$ cat src/rtl/display_registrador7b_pkg.sv
// Shared types and constants for the 7-bit register display path.
// Holds the conversion FSM states, sizing constants, active-low segment patterns
// and the per-nibble double-dabble correction step.
package display_registrador7b_pkg;

  typedef enum logic [1:0] {
    OCIOSO   = 2'd0,
    CONVERTE = 2'd1,
    CARREGA  = 2'd2
  } estado_t;

  localparam int N_DIGITOS = 3;
  localparam int N_BITS    = 7;
  localparam int ITERACOES = 7;
  // BCD digits sit above the binary input in one shift register.
  localparam int SHIFT_W   = 4 * N_DIGITOS + N_BITS;

  // Segment order {g,f,e,d,c,b,a}, active-low.
  localparam logic [6:0] SEG_0       = 7'b1000000;
  localparam logic [6:0] SEG_1       = 7'b1111001;
  localparam logic [6:0] SEG_2       = 7'b0100100;
  localparam logic [6:0] SEG_3       = 7'b0110000;
  localparam logic [6:0] SEG_4       = 7'b0011001;
  localparam logic [6:0] SEG_5       = 7'b0010010;
  localparam logic [6:0] SEG_6       = 7'b0000010;
  localparam logic [6:0] SEG_7       = 7'b1111000;
  localparam logic [6:0] SEG_8       = 7'b0000000;
  localparam logic [6:0] SEG_9       = 7'b0010000;
  localparam logic [6:0] SEG_APAGADO = 7'b1111111;

  // A nibble of 5 or more would overflow past 9 when doubled, so it is
  // pre-corrected by 3 before the shift.
  function automatic logic [3:0] ajusta_bcd(input logic [3:0] n);
    return (n >= 4'd5) ? (n + 4'd3) : n;
  endfunction

endpackage

$ cat src/rtl/display_registrador7b_decodificador_7seg.sv
// BCD digit to active-low 7-segment decoder with blanking input.
// Latency: combinational. Backpressure: none.
// Ports: bcd (4-bit digit), apagar (1 = blank), segmentos ({g,f,e,d,c,b,a}, active-low).
module decodificador_7seg
  import display_registrador7b_pkg::*;
(
  input  logic [3:0] bcd,
  input  logic       apagar,
  output logic [6:0] segmentos
);

  always_comb begin
    segmentos = SEG_APAGADO;
    if (!apagar) begin
      unique case (bcd)
        4'd0:    segmentos = SEG_0;
        4'd1:    segmentos = SEG_1;
        4'd2:    segmentos = SEG_2;
        4'd3:    segmentos = SEG_3;
        4'd4:    segmentos = SEG_4;
        4'd5:    segmentos = SEG_5;
        4'd6:    segmentos = SEG_6;
        4'd7:    segmentos = SEG_7;
        4'd8:    segmentos = SEG_8;
        4'd9:    segmentos = SEG_9;
        default: segmentos = SEG_APAGADO;
      endcase
    end
  end

endmodule

$ cat src/rtl/display_registrador7b.sv
// Register value -> 3-digit BCD (double-dabble) -> multiplexed active-low 7-seg display.
// Latency: 8 cycles from accepted request to new digits (pronto the cycle after).
// Backpressure: requests while busy collapse into one pending conversion, run at the next idle edge.
// Ports: clk, reset (async, active-high), valores_registrador[6:0], atualizar,
//        segmentos[6:0] {g..a} active-low, digitos[2:0] active-low one-hot, ocupado, pronto.
module display_registrador7b
  import display_registrador7b_pkg::*;
#(
  parameter int PRESCALE = 50000
) (
  input  logic       clk,
  input  logic       reset,
  input  logic [6:0] valores_registrador,
  input  logic       atualizar,
  output logic [6:0] segmentos,
  output logic [2:0] digitos,
  output logic       ocupado,
  output logic       pronto
);

  localparam int PW = (PRESCALE > 1) ? $clog2(PRESCALE) : 1;

  estado_t              estado_q, estado_d;
  logic                 pendente_q, pendente_d;
  logic [2:0]           iter_q, iter_d;
  logic [SHIFT_W-1:0]   shift_q, shift_d;
  logic [SHIFT_W-1:0]   ajustado;
  logic [3:0]           uni_q, uni_d;
  logic [3:0]           dez_q, dez_d;
  logic [3:0]           cen_q, cen_d;
  logic                 pronto_q, pronto_d;
  logic [PW-1:0]        presc_q, presc_d;
  logic [1:0]           idx_q, idx_d;

  logic [3:0]           nibble_sel;
  logic                 apagar_sel;

  // Correct every BCD nibble first; the binary part below is untouched.
  always_comb begin
    ajustado = {ajusta_bcd(shift_q[18:15]),
                ajusta_bcd(shift_q[14:11]),
                ajusta_bcd(shift_q[10:7]),
                shift_q[6:0]};
  end

  always_comb begin
    estado_d   = estado_q;
    pendente_d = pendente_q;
    iter_d     = iter_q;
    shift_d    = shift_q;
    uni_d      = uni_q;
    dez_d      = dez_q;
    cen_d      = cen_q;
    pronto_d   = 1'b0;

    unique case (estado_q)
      OCIOSO: begin
        // Input is sampled here, so a pending request sees the latest value.
        if (atualizar || pendente_q) begin
          shift_d    = {{(4 * N_DIGITOS){1'b0}}, valores_registrador};
          iter_d     = 3'd0;
          pendente_d = 1'b0;
          estado_d   = CONVERTE;
        end
      end
      CONVERTE: begin
        if (atualizar) pendente_d = 1'b1;
        shift_d = ajustado << 1;
        iter_d  = iter_q + 3'd1;
        if (iter_q == 3'(ITERACOES - 1)) estado_d = CARREGA;
      end
      CARREGA: begin
        if (atualizar) pendente_d = 1'b1;
        cen_d    = shift_q[18:15];
        dez_d    = shift_q[14:11];
        uni_d    = shift_q[10:7];
        pronto_d = 1'b1;
        estado_d = OCIOSO;
      end
      default: estado_d = OCIOSO;
    endcase
  end

  // Scan timing is free-running and independent of the conversion FSM.
  always_comb begin
    presc_d = presc_q;
    idx_d   = idx_q;
    if (presc_q == PW'(PRESCALE - 1)) begin
      presc_d = '0;
      idx_d   = (idx_q == 2'd2) ? 2'd0 : (idx_q + 2'd1);
    end else begin
      presc_d = presc_q + 1'b1;
    end
  end

  always_ff @(posedge clk or posedge reset) begin
    if (reset) begin
      estado_q   <= OCIOSO;
      pendente_q <= 1'b0;
      iter_q     <= 3'd0;
      shift_q    <= '0;
      uni_q      <= 4'd0;
      dez_q      <= 4'd0;
      cen_q      <= 4'd0;
      pronto_q   <= 1'b0;
      presc_q    <= '0;
      idx_q      <= 2'd0;
    end else begin
      estado_q   <= estado_d;
      pendente_q <= pendente_d;
      iter_q     <= iter_d;
      shift_q    <= shift_d;
      uni_q      <= uni_d;
      dez_q      <= dez_d;
      cen_q      <= cen_d;
      pronto_q   <= pronto_d;
      presc_q    <= presc_d;
      idx_q      <= idx_d;
    end
  end

  // Leading-zero blanking: an interior zero (e.g. the tens of 100) stays lit.
  always_comb begin
    nibble_sel = uni_q;
    apagar_sel = 1'b0;
    digitos    = 3'b111;
    unique case (idx_q)
      2'd0: begin
        nibble_sel = uni_q;
        apagar_sel = 1'b0;
        digitos    = 3'b110;
      end
      2'd1: begin
        nibble_sel = dez_q;
        apagar_sel = (cen_q == 4'd0) && (dez_q == 4'd0);
        digitos    = 3'b101;
      end
      2'd2: begin
        nibble_sel = cen_q;
        apagar_sel = (cen_q == 4'd0);
        digitos    = 3'b011;
      end
      default: begin
        nibble_sel = uni_q;
        apagar_sel = 1'b1;
        digitos    = 3'b111;
      end
    endcase
  end

  decodificador_7seg u_decod (
    .bcd       (nibble_sel),
    .apagar    (apagar_sel),
    .segmentos (segmentos)
  );

  assign ocupado = (estado_q != OCIOSO);
  assign pronto  = pronto_q;

endmodule

$ cat config.mk
export PLATFORM = sky130hd
export DESIGN_NAME = display_registrador7b
export DESIGN_NICKNAME = d
export VERILOG_FILES = /design/src/rtl/display_registrador7b_pkg.sv /design/src/rtl/display_registrador7b_decodificador_7seg.sv /design/src/rtl/display_registrador7b.sv
export SDC_FILE = /design/constraint.sdc
export NUM_CORES = 1
export LEC_CHECK = 0
export CAP_MARGIN = 30
export CORE_MARGIN = 2
export CORE_UTILIZATION = 50
export DETAILED_ROUTE_END_ITERATION = 10
export PLACE_DENSITY = 0.74
export SETUP_SLACK_MARGIN = 0.05
export SLEW_MARGIN = 20
export SYNTH_ARGS = -nofsm -noshare
export SYNTH_HDL_FRONTEND = slang
export SYNTH_SLANG_ARGS = --single-unit
export TNS_END_PERCENT = 1
$ cat constraint.sdc
create_clock -name clk -period 5.76 [get_ports clk]
set_clock_uncertainty 0.2 [all_clocks]
set_input_delay 1.152 -clock clk [delete_from_list [all_inputs] [get_ports clk]]
set_output_delay 1.152 -clock clk [all_outputs]
set_load 0.05 [all_outputs]
==> results of run 1 <==
## layout by cell type, fill, tap and decap left out, drive strengths merged, types with 4 or more instances in the layout
| cell | netlist | final |
|---|---|---|
| dfrtp | 56 | 56 |
| inv | 27 | 27 |
| nand2 | 24 | 24 |
| ha | 22 | 22 |
| clkdlybuf4s50 | 0 | 21 |
| o21ai | 21 | 21 |
| nor2 | 17 | 17 |
| mux2 | 14 | 14 |
| a21oi | 12 | 12 |
| xor2 | 10 | 10 |
| nand3 | 9 | 9 |
| a22o | 7 | 7 |
| xnor2 | 7 | 7 |
| a222oi | 6 | 6 |
| nand4 | 6 | 6 |
| clkbuf | 2 | 6 |
| a22oi | 4 | 4 |
| nand2b | 4 | 4 |
## per-stage QoR
stage | instances | total power [mW] | worst slack [ps] | hold slack, ps | utilization
after global placement | 382 | 1.24 | 1650 | 265 | 0.562
after CTS | 390 | 1.53 | 1180 | 298 | 0.583
after floorplan | 292 | 1.08 | 1060 | 246 | -
after detailed placement | 382 | 1.26 | 1540 | 280 | 0.562
final | 390 | 1.51 | 1210 | 297 | 0.583
after global routing | 390 | 1.63 | 950 | 319 | 0.583
## per-layer routing
metal  vias up  track usage  share of wire
met5         -            0              0
met4         0       0.0650          0.017
met3         7       0.0264          0.032
met2        41        0.272           0.45
met1      1044        0.239           0.50
li1       1079            -              -
## sequential cells by signal, indices dropped and copies added (netlist names)
register,cells
uni_q,4
pronto,1
shift_q,19
dez_q,4
idx_q,2
presc_q,16
estado_q,2
cen_q,4
pendente_q,1
iter_q,3
## power by group through the flow
stage          sequential, mW  combinational (mW)  clock, mW
5_1_grt                 0.563               0.776      0.289
3_3_place_gp            0.556               0.686          0
6_report                0.549               0.696      0.267
2_1_floorplan           0.537               0.539          0
3_5_place_dp            0.557               0.701          0
4_1_cts                 0.549               0.704      0.274
## final cells by class
cell class              count  area (um2)
well taps                  75        93.8
fillers                   483        2450
repair buffers             23         225
multi-input cells         201        1490
flip-flops and latches     56        1400
clock buffers               6        82.6
inverters                  27         101
clock inverters             2        38.8
## cells by family after synthesis
logic type               Yosys count
buffers and inverters             35
multiplexers                      17
AND/OR/NAND/NOR                   82
flip-flops                        56
XOR/XNOR                          17
AO/OA/AOI/OAI                     63
adder cells (fa/ha/maj)           22
## worst max-delay path by stage
stage,start,end,slack [ps]
after detailed placement,idx_q[0],segmentos[1],1540
final,idx_q[0],segmentos[1],1210
after floorplan,idx_q[0],segmentos[2],1060
after global routing,idx_q[0],segmentos[1],950
after global placement,idx_q[0],segmentos[1],1650
after CTS,idx_q[0],segmentos[1],1180
## critical path, delay by kind of cell, from the launching register on
| kind | cells | cell delay, ps |
|---|---|---|
| buf+inv | 3 | 1050 |
| fa+ha+maj | 2 | 770 |
| flops | 1 | 410 |
| simple gates | 2 | 210 |
| compound gates | 2 | 450 |
==> summary.txt, run 1 <==
register area share after synthesis: 0.462
part of the power in registers: 0.363
post-CTS setup buffer count: 0
Max FO, Critical Path: 9
hpwl dp: 3.64 mm
CTS tree: yes
sw power: 618 uW
Hold Path Depth: 1
most common library cells after synthesis: 56 x dfrtp_1, 27 x inv_1, 24 x nand2_1, 22 x ha_1, 18 x o21ai_0
placer's final routability congestion estimate: 0.805
num rows: 28
Post-synth EDFFs: 0
antenna violations before repair: 0
DRC violations left: 0
status: finished, final reports clean
Post-Route WL: 5.04 mm
CP cell instances: inv_1, ha_1, nor2_1, a21oi_1, inv_1, ha_1, and2_1, o21ai_0, clkdlybuf4s50_1
Yosys warnings: 0
wire per inst: 12.9 um
gr usage total: 0.172
# IOs: 22
RSZ-0062 raised after global routing: no
Tightest Pin Transition: 831 ps
layout cells sized above 1: 0.0952
first-pass GRT wire length: 8.98 mm
Mapped Area: 0.00303 mm2
ys async rst share: 1.00
Syn Inst Count: 292
top-count cell post-synth: dfrtp_1
Die W: 81.9 um
Hold WC Path Type: flop to flop
class of the most critical setup path: flop to output pin
Critical Path Source Type: flop
Max stage delay on crit path: 820 ps
post-synthesis mux area share: 0.0619
R2R cell count: 4
Mapped Nets: 324
Initial DRC Count: 115
CTS Buf Count: 5
Pre-Repair DR Iteration Count: 4
Post-Synth Simple-Gate Area: 0.146
Worst slew margin: 0.442
initial core utilization: 0.515
# port buffers: 21
post-route cell area: 0.00343 mm2
clock buffer depth: 2
largest family of logic cells by synthesized area: simple AND/OR/NAND/NOR gates
Area growth syn-to-layout: 13.1%
final hold violation count: 0
antenna viol nets, final: 0
critical path endpoint category: output pin
PwrDens: 440 mW/mm2
n_diodes: 0
Die H: 81.9 um
Yosys cell types: 47
Via density: 5.57
Data required, critical path: 4410 ps
Main synth FF type: dfrtp_1
compound-cell area share of the yosys netlist: 0.143
Reg2Reg Capture Point: presc_q[9]
Placement Cell Area: 0.00331 mm2
Worst VDD drop: 396 uV
Gate power share: 0.461
Post-CTS Hold Fix Bufs: 0
Post-CTS Resized: 0
post-synthesis adder-cell area fraction: 0.0908
Leak: 1.60 nW
Hold Path End: presc_q[15]
fin nets: 346
sw frac: 0.409
clock root buffer: clkbuf_8
slowest CP cell: clkdlybuf4s50_1
Core Region: 0.00589 mm2
Seq cells post-synth: 56
worst path arrival time: 3200 ps
die outline area: 0.00671 mm2
Post-Synth XOR/XNOR Area: 0.0491
fin crit period: 4550 ps
flop-to-flop setup slack: 3470 ps
largest net degree at the start of global routing: 57
vias in the first global route: 1,986
share of total power in the clock network: 0.176
final period utilization: 0.791
hold path startpoint: presc_q[15]
Final setup viols: 0
top cell type's share of synthesized area: 0.462
Max H-tree Level: 2
Avg Cell Area, Syn: 10.4 um2
setup TNS: 0 ps
Fmax: 220 MHz
vias: 2,171
Max Cap Viol: 0
P_int: 893 uW
FF-to-FF Start: presc_q[4]
synth top area cells: dfrtp_1 46%, ha_1 9.1%, mux2_2 5.2%, inv_1 3.3%, o21ai_0 3.0%
max-slew violations: 0
Worst-path clk slew: 100 ps
cell taking the most area after synthesis: dfrtp_1
Clk Latency, worst-skew pair: 310 ps
clock sinks: 56
grt ovf: 0
(Power assumes the default switching activity.)
==> run 2, diff against run 1 <==
==> constraint.sdc (replaced) <==
create_clock -name clk -period 4.6 [get_ports clk]
set_clock_uncertainty 0.2 [all_clocks]
set_input_delay 0.92 -clock clk [delete_from_list [all_inputs] [get_ports clk]]
set_output_delay 0.92 -clock clk [all_outputs]
set_load 0.05 [all_outputs]
==> run 2 against run 1 <==
Sequential cell count did not move. Clock-buffer cell count rose by 1. Via count did not move. Routed wire length rose by 4.2%. Worst setup slack got worse by 920 ps. Register-to-register slack got worse by 1300 ps. Sequential power rose by 26%. Power rose by 22%. Final area rose by 0.29%. Non-clock buffer count rose by 2. Largest cell class unchanged. Highest routed layer unchanged.
==> summary.txt, run 2 (synthesis gave the netlist of run 1 again) <==
clock buffer depth: 2
antenna viol nets, final: 0
max-slew violations: 0
Die W: 81.9 um
Data required, critical path: 3480 ps
commonest non-fill, non-tap cell in the layout: dfrtp_1
status: finished, final reports clean
n_diodes: 0
final period utilization: 0.937
largest net degree at the start of global routing: 44
grt ovf: 0
clock sinks: 56
Final setup viols: 0
initial core utilization: 0.515
max reg flops: 19
Worst VDD drop: 451 uV
Fmax: 232 MHz
post-CTS setup buffer count: 0
setup TNS: 0 ps
placer's final routability congestion estimate: 0.815
post-route cell area: 0.00344 mm2
Tightest Pin Transition: 783 ps
Final WS setup: 288 ps
hold_ws: 298 ps
Top reg by flops: shift_q
Core Region: 0.00589 mm2
Non-Filler Instances: 392
fin nets: 348
Hold WC Path Type: flop to flop
Initial DRC Count: 110
# port buffers: 21
# IOs: 22
Hold Path Depth: 1
final hold violation count: 0
worst path arrival time: 3190 ps
CTS Buf Count: 5
placed cell count: 383
Critical Path Source Type: flop
clock root buffer: clkbuf_8
largest registers: shift_q (19), presc_q (16)
hpwl dp: 3.85 mm
Via density: 5.54
PwrDens: 538 mW/mm2
Placement Cell Area: 0.00332 mm2
num rows: 28
die outline area: 0.00671 mm2
Pre-Repair DR Iteration Count: 4
Area growth syn-to-layout: 13.4%
CTS tree: yes
R2R cell count: 8
Die H: 81.9 um
Post-Route WL: 5.25 mm
Clk Latency, worst-skew pair: 300 ps
antenna violations before repair: 0
DRC violations left: 0
vias in the first global route: 1,908
critical path endpoint category: output pin
class of the most critical setup path: flop to output pin
RSZ-0062 raised after global routing: yes
Worst slew margin: 0.474
first-pass GRT wire length: 8.81 mm
gr usage total: 0.171
commonest non-fill, non-tap cells in the layout: 56 x dfrtp_1, 26 x inv_1, 24 x nand2_1, 22 x ha_1, 20 x clkdlybuf4s50_1
fin crit period: 4310 ps
Max FO, Critical Path: 9
wire per inst: 13.4 um
pre-CTS WS: 626 ps
Worst-path clk slew: 90 ps
layout cells sized above 1: 0.0978
final core occ: 0.585
vias: 2,171
Pwr Total: 1.85 mW
Max H-tree Level: 2
Max Cap Viol: 0
Leak: 1.62 nW
run 2: cell count changes in the layout (fill, tap and decap cells not counted):
cell             change
buf_16               +1
buf_4                +1
bufinv_16            -1
clkbuf_1             +1
clkdlybuf4s50_1      -1
clkinv_4             -1
clkinvlp_4           +1
dlymetal6s2s_1       +1
run 2: power by group:
part	internal [mW]	switching, mW	leakage, nW
clock network	0.123	0.152	0.0445
registers	0.599	0.0914	0.747
logic	0.351	0.535	0.828
total	1.07	0.778	1.62
run 2: critical path, stage by stage (launching register included):
cell,delay [ps]
dfrtp_1,420
inv_1,120
ha_1,460
nor2_1,70
a21oi_1,320
inv_1,120
ha_1,320
and2_1,140
o21ai_0,130
clkdlybuf4s50_1,820
run 2: layout make-up:
cell class	instances	area, um2
Fill cell	505	2440
Multi-Input combinational cell	201	1490
Sequential cell	56	1400
Timing Repair Buffer	25	263
Inverter	27	101
Tap cell	75	93.8
Clock buffer	7	86.3
Clock inverter	1	7.51
run 2: worst paths after layout:
check,from,end,slack (ps)
setup / recovery,idx_q[0],segmentos[1],290
hold / removal,presc_q[15],presc_q[15],300
setup reg to reg,estado_q[0],shift_q[18],2190
hold reg to reg,presc_q[15],presc_q[15],300
max in group asynchronous,reset,dez_q[0],2870
min in group asynchronous,reset,iter_q[0],760
run 2: routing by layer:
layer	up-vias	share of wire	GRT usage
li1	1080	-	-
met1	1049	0.48	0.237
met2	38	0.48	0.269
met3	4	0.028	0.0330
met4	0	0.011	0.0600
met5	-	0	0
run 2: timing repair:
action,4_1_cts,5_1_grt
resized for setup,0,1
setup endpoints to repair,0,2
hold buffers,0,0
==> run 3, diff against run 2 <==
--- a/config.mk
+++ b/config.mk
@@ -6,10 +6,13 @@
 export NUM_CORES = 1
 export LEC_CHECK = 0
 export CAP_MARGIN = 30
+export CELL_PAD_IN_SITES_DETAIL_PLACEMENT = 1
+export CELL_PAD_IN_SITES_GLOBAL_PLACEMENT = 1
 export CORE_MARGIN = 2
-export CORE_UTILIZATION = 50
+export CORE_UTILIZATION = 46
 export DETAILED_ROUTE_END_ITERATION = 10
-export PLACE_DENSITY = 0.74
+export PLACE_DENSITY = 0.83
+export RECOVER_POWER = 100
 export SETUP_SLACK_MARGIN = 0.05
 export SLEW_MARGIN = 20
 export SYNTH_ARGS = -nofsm -noshare
==> run 3 against run 2 <==
The flow now finishes with violations (max-capacitance violations, max-slew violations). Sequential cell count did not move. Sequential share of layout area rose by 0.60 points. First-iteration DRC count up 23%. Combinational power fell by 2.7%. Via count up 4.2%. Core utilization shrank 5.1 points. Critical path depth is 2 lower. Sequential power increased by 0.6%. Final cell count unchanged. Die area grew 8.3%. Final area decreased by 1.5%. Clock-buffer cell count fell by 2. Largest cell class unchanged. Largest power group unchanged.
==> summary.txt, run 3 (synthesis gave the netlist of run 1 again) <==
setup TNS: 0 ps
Area growth syn-to-layout: 11.8%
Clk Latency, worst-skew pair: 320 ps
met2 wire len: 3.10 mm
critical path endpoint category: output pin
Worst VDD drop: 496 uV
Tightest Pin Transition: 1920 ps
met1 WL: 3.07 mm
gr usage total: 0.197
grt ovf: 0
clock buffer depth: 2
Max Cap Viol: 2
max-slew violations: 15
n_diodes: 0
FILL cells: 693
vias: 2,263
CTS Buf Count: 5
Max FO, Critical Path: 12
Worst-path clk slew: 100 ps
Reg2Reg Capture Point: presc_q[9]
vias in the first global route: 2,393
Pwr Total: 1.94 mW
Top reg by flops: shift_q
Pre-Repair DR Iteration Count: 5
hold_ws: 311 ps
Final setup viols: 0
max reg flops: 19
fin nets: 346
FF/Latch Area: 0.00140 mm2
crit path launch: idx_q[0]
Die W: 85.2 um
RSZ-0062 raised after global routing: no
multi-input gate area in the final layout: 0.00146 mm2
hpwl dp: 4.77 mm
post-CTS setup buffer count: 0
R2R cell count: 4
FF-to-FF Start: presc_q[4]
largest registers: shift_q (19), presc_q (16)
first-pass GRT wire length: 11.4 mm
layout cells sized above 1: 0.0730
wire per inst: 16.5 um
# port buffers: 21
PwrDens: 572 mW/mm2
Post-Route WL: 6.47 mm
clock root buffer: clkbuf_8
commonest non-fill, non-tap cells in the layout: 56 x dfrtp_1, 27 x inv_1, 24 x nand2_1, 22 x ha_1, 21 x o21ai_0
fin crit period: 4360 ps
Worst slew margin: -0.292
met3 WL: 190 um
clock sinks: 56
Max H-tree Level: 2
Die H: 85.2 um
Leak: 1.57 nW
antenna violations before repair: 0
status: finished with violations
num rows: 29
flop-to-flop setup slack: 1240 ps
class of the most critical setup path: flop to output pin
# IOs: 22
worst path arrival time: 3240 ps
die outline area: 0.00726 mm2
Via density: 5.77
Data required, critical path: 3480 ps
violated checks: max-capacitance violations, max-slew violations
final period utilization: 0.948
largest net degree at the start of global routing: 40
initial core utilization: 0.478
final hold violation count: 0
Initial DRC Count: 135
placer's final routability congestion estimate: 0.773
Core Region: 0.00635 mm2
commonest non-fill, non-tap cell in the layout: dfrtp_1
DRC violations left: 0
CTS tree: yes
Fmax: 229 MHz
antenna viol nets, final: 0
Critical Path End: segmentos[6]
Hold WC Path Type: flop to flop
highest metal used: met4
Critical Path Source Type: flop
[run 3: layer usage]
metal | vias up | GRT usage
li1 | 1079 | -
met5 | - | 0
met1 | 1141 | 0.256
met4 | 0 | 0.0678
met2 | 34 | 0.334
met3 | 9 | 0.0311
[run 3: what timing repair did]
| action | in CTS | in global routing |
|---|---|---|
| resized for setup | 0 | 4 |
| hold buffers | 0 | 0 |
| endpoints found under the setup margin | 0 | 4 |
[run 3: final cells by class]
class | instances | area share
tap | 77 | 0.0284
timing repair buffer | 23 | 0.0568
inverter | 27 | 0.0299
sequential | 56 | 0.413
clock inverter | 3 | 0.0203
clock buffer | 5 | 0.0203
multi-input combinational | 201 | 0.431
[run 3: critical path, cell delays in order (launching register included)]
cell and delay [ps]:
dfrtp_1 440, inv_1 120, ha_1 470, nor2_1 80, a21oi_1 610, a21oi_1 100, a32oi_1 210, dlygate4sd3_1 890
[run 3: where the power goes]
group,switching (mW),total (mW),internal [mW]
sequential,0.0950,0.694,0.599
combinational,0.559,0.862,0.303
clock,0.166,0.385,0.219
[run 3: per-stage QoR]
stage | instance area (um2) | std cells | setup WS (ps) | utilization
3_3_place_gp | 3310 | 384 | 716 | 0.522
2_1_floorplan | 3030 | 292 | 135 | -
5_1_grt | 3390 | 392 | 52.2 | 0.534
6_report | 3390 | 392 | 240 | 0.534
4_1_cts | 3450 | 392 | 144 | 0.543
3_5_place_dp | 3310 | 384 | 507 | 0.522
[run 3: how the worst min path moves through the flow]
stage | from | end | slack [ps] | depth (start not counted)
after floorplan | presc_q[15] | presc_q[15] | 250 | 1
after global placement | presc_q[15] | presc_q[15] | 270 | 1
after detailed placement | shift_q[5] | shift_q[6] | 290 | 2
after global routing | presc_q[10] | presc_q[10] | 330 | 1
after CTS | shift_q[5] | shift_q[6] | 320 | 2
final | shift_q[6] | shift_q[7] | 310 | 1
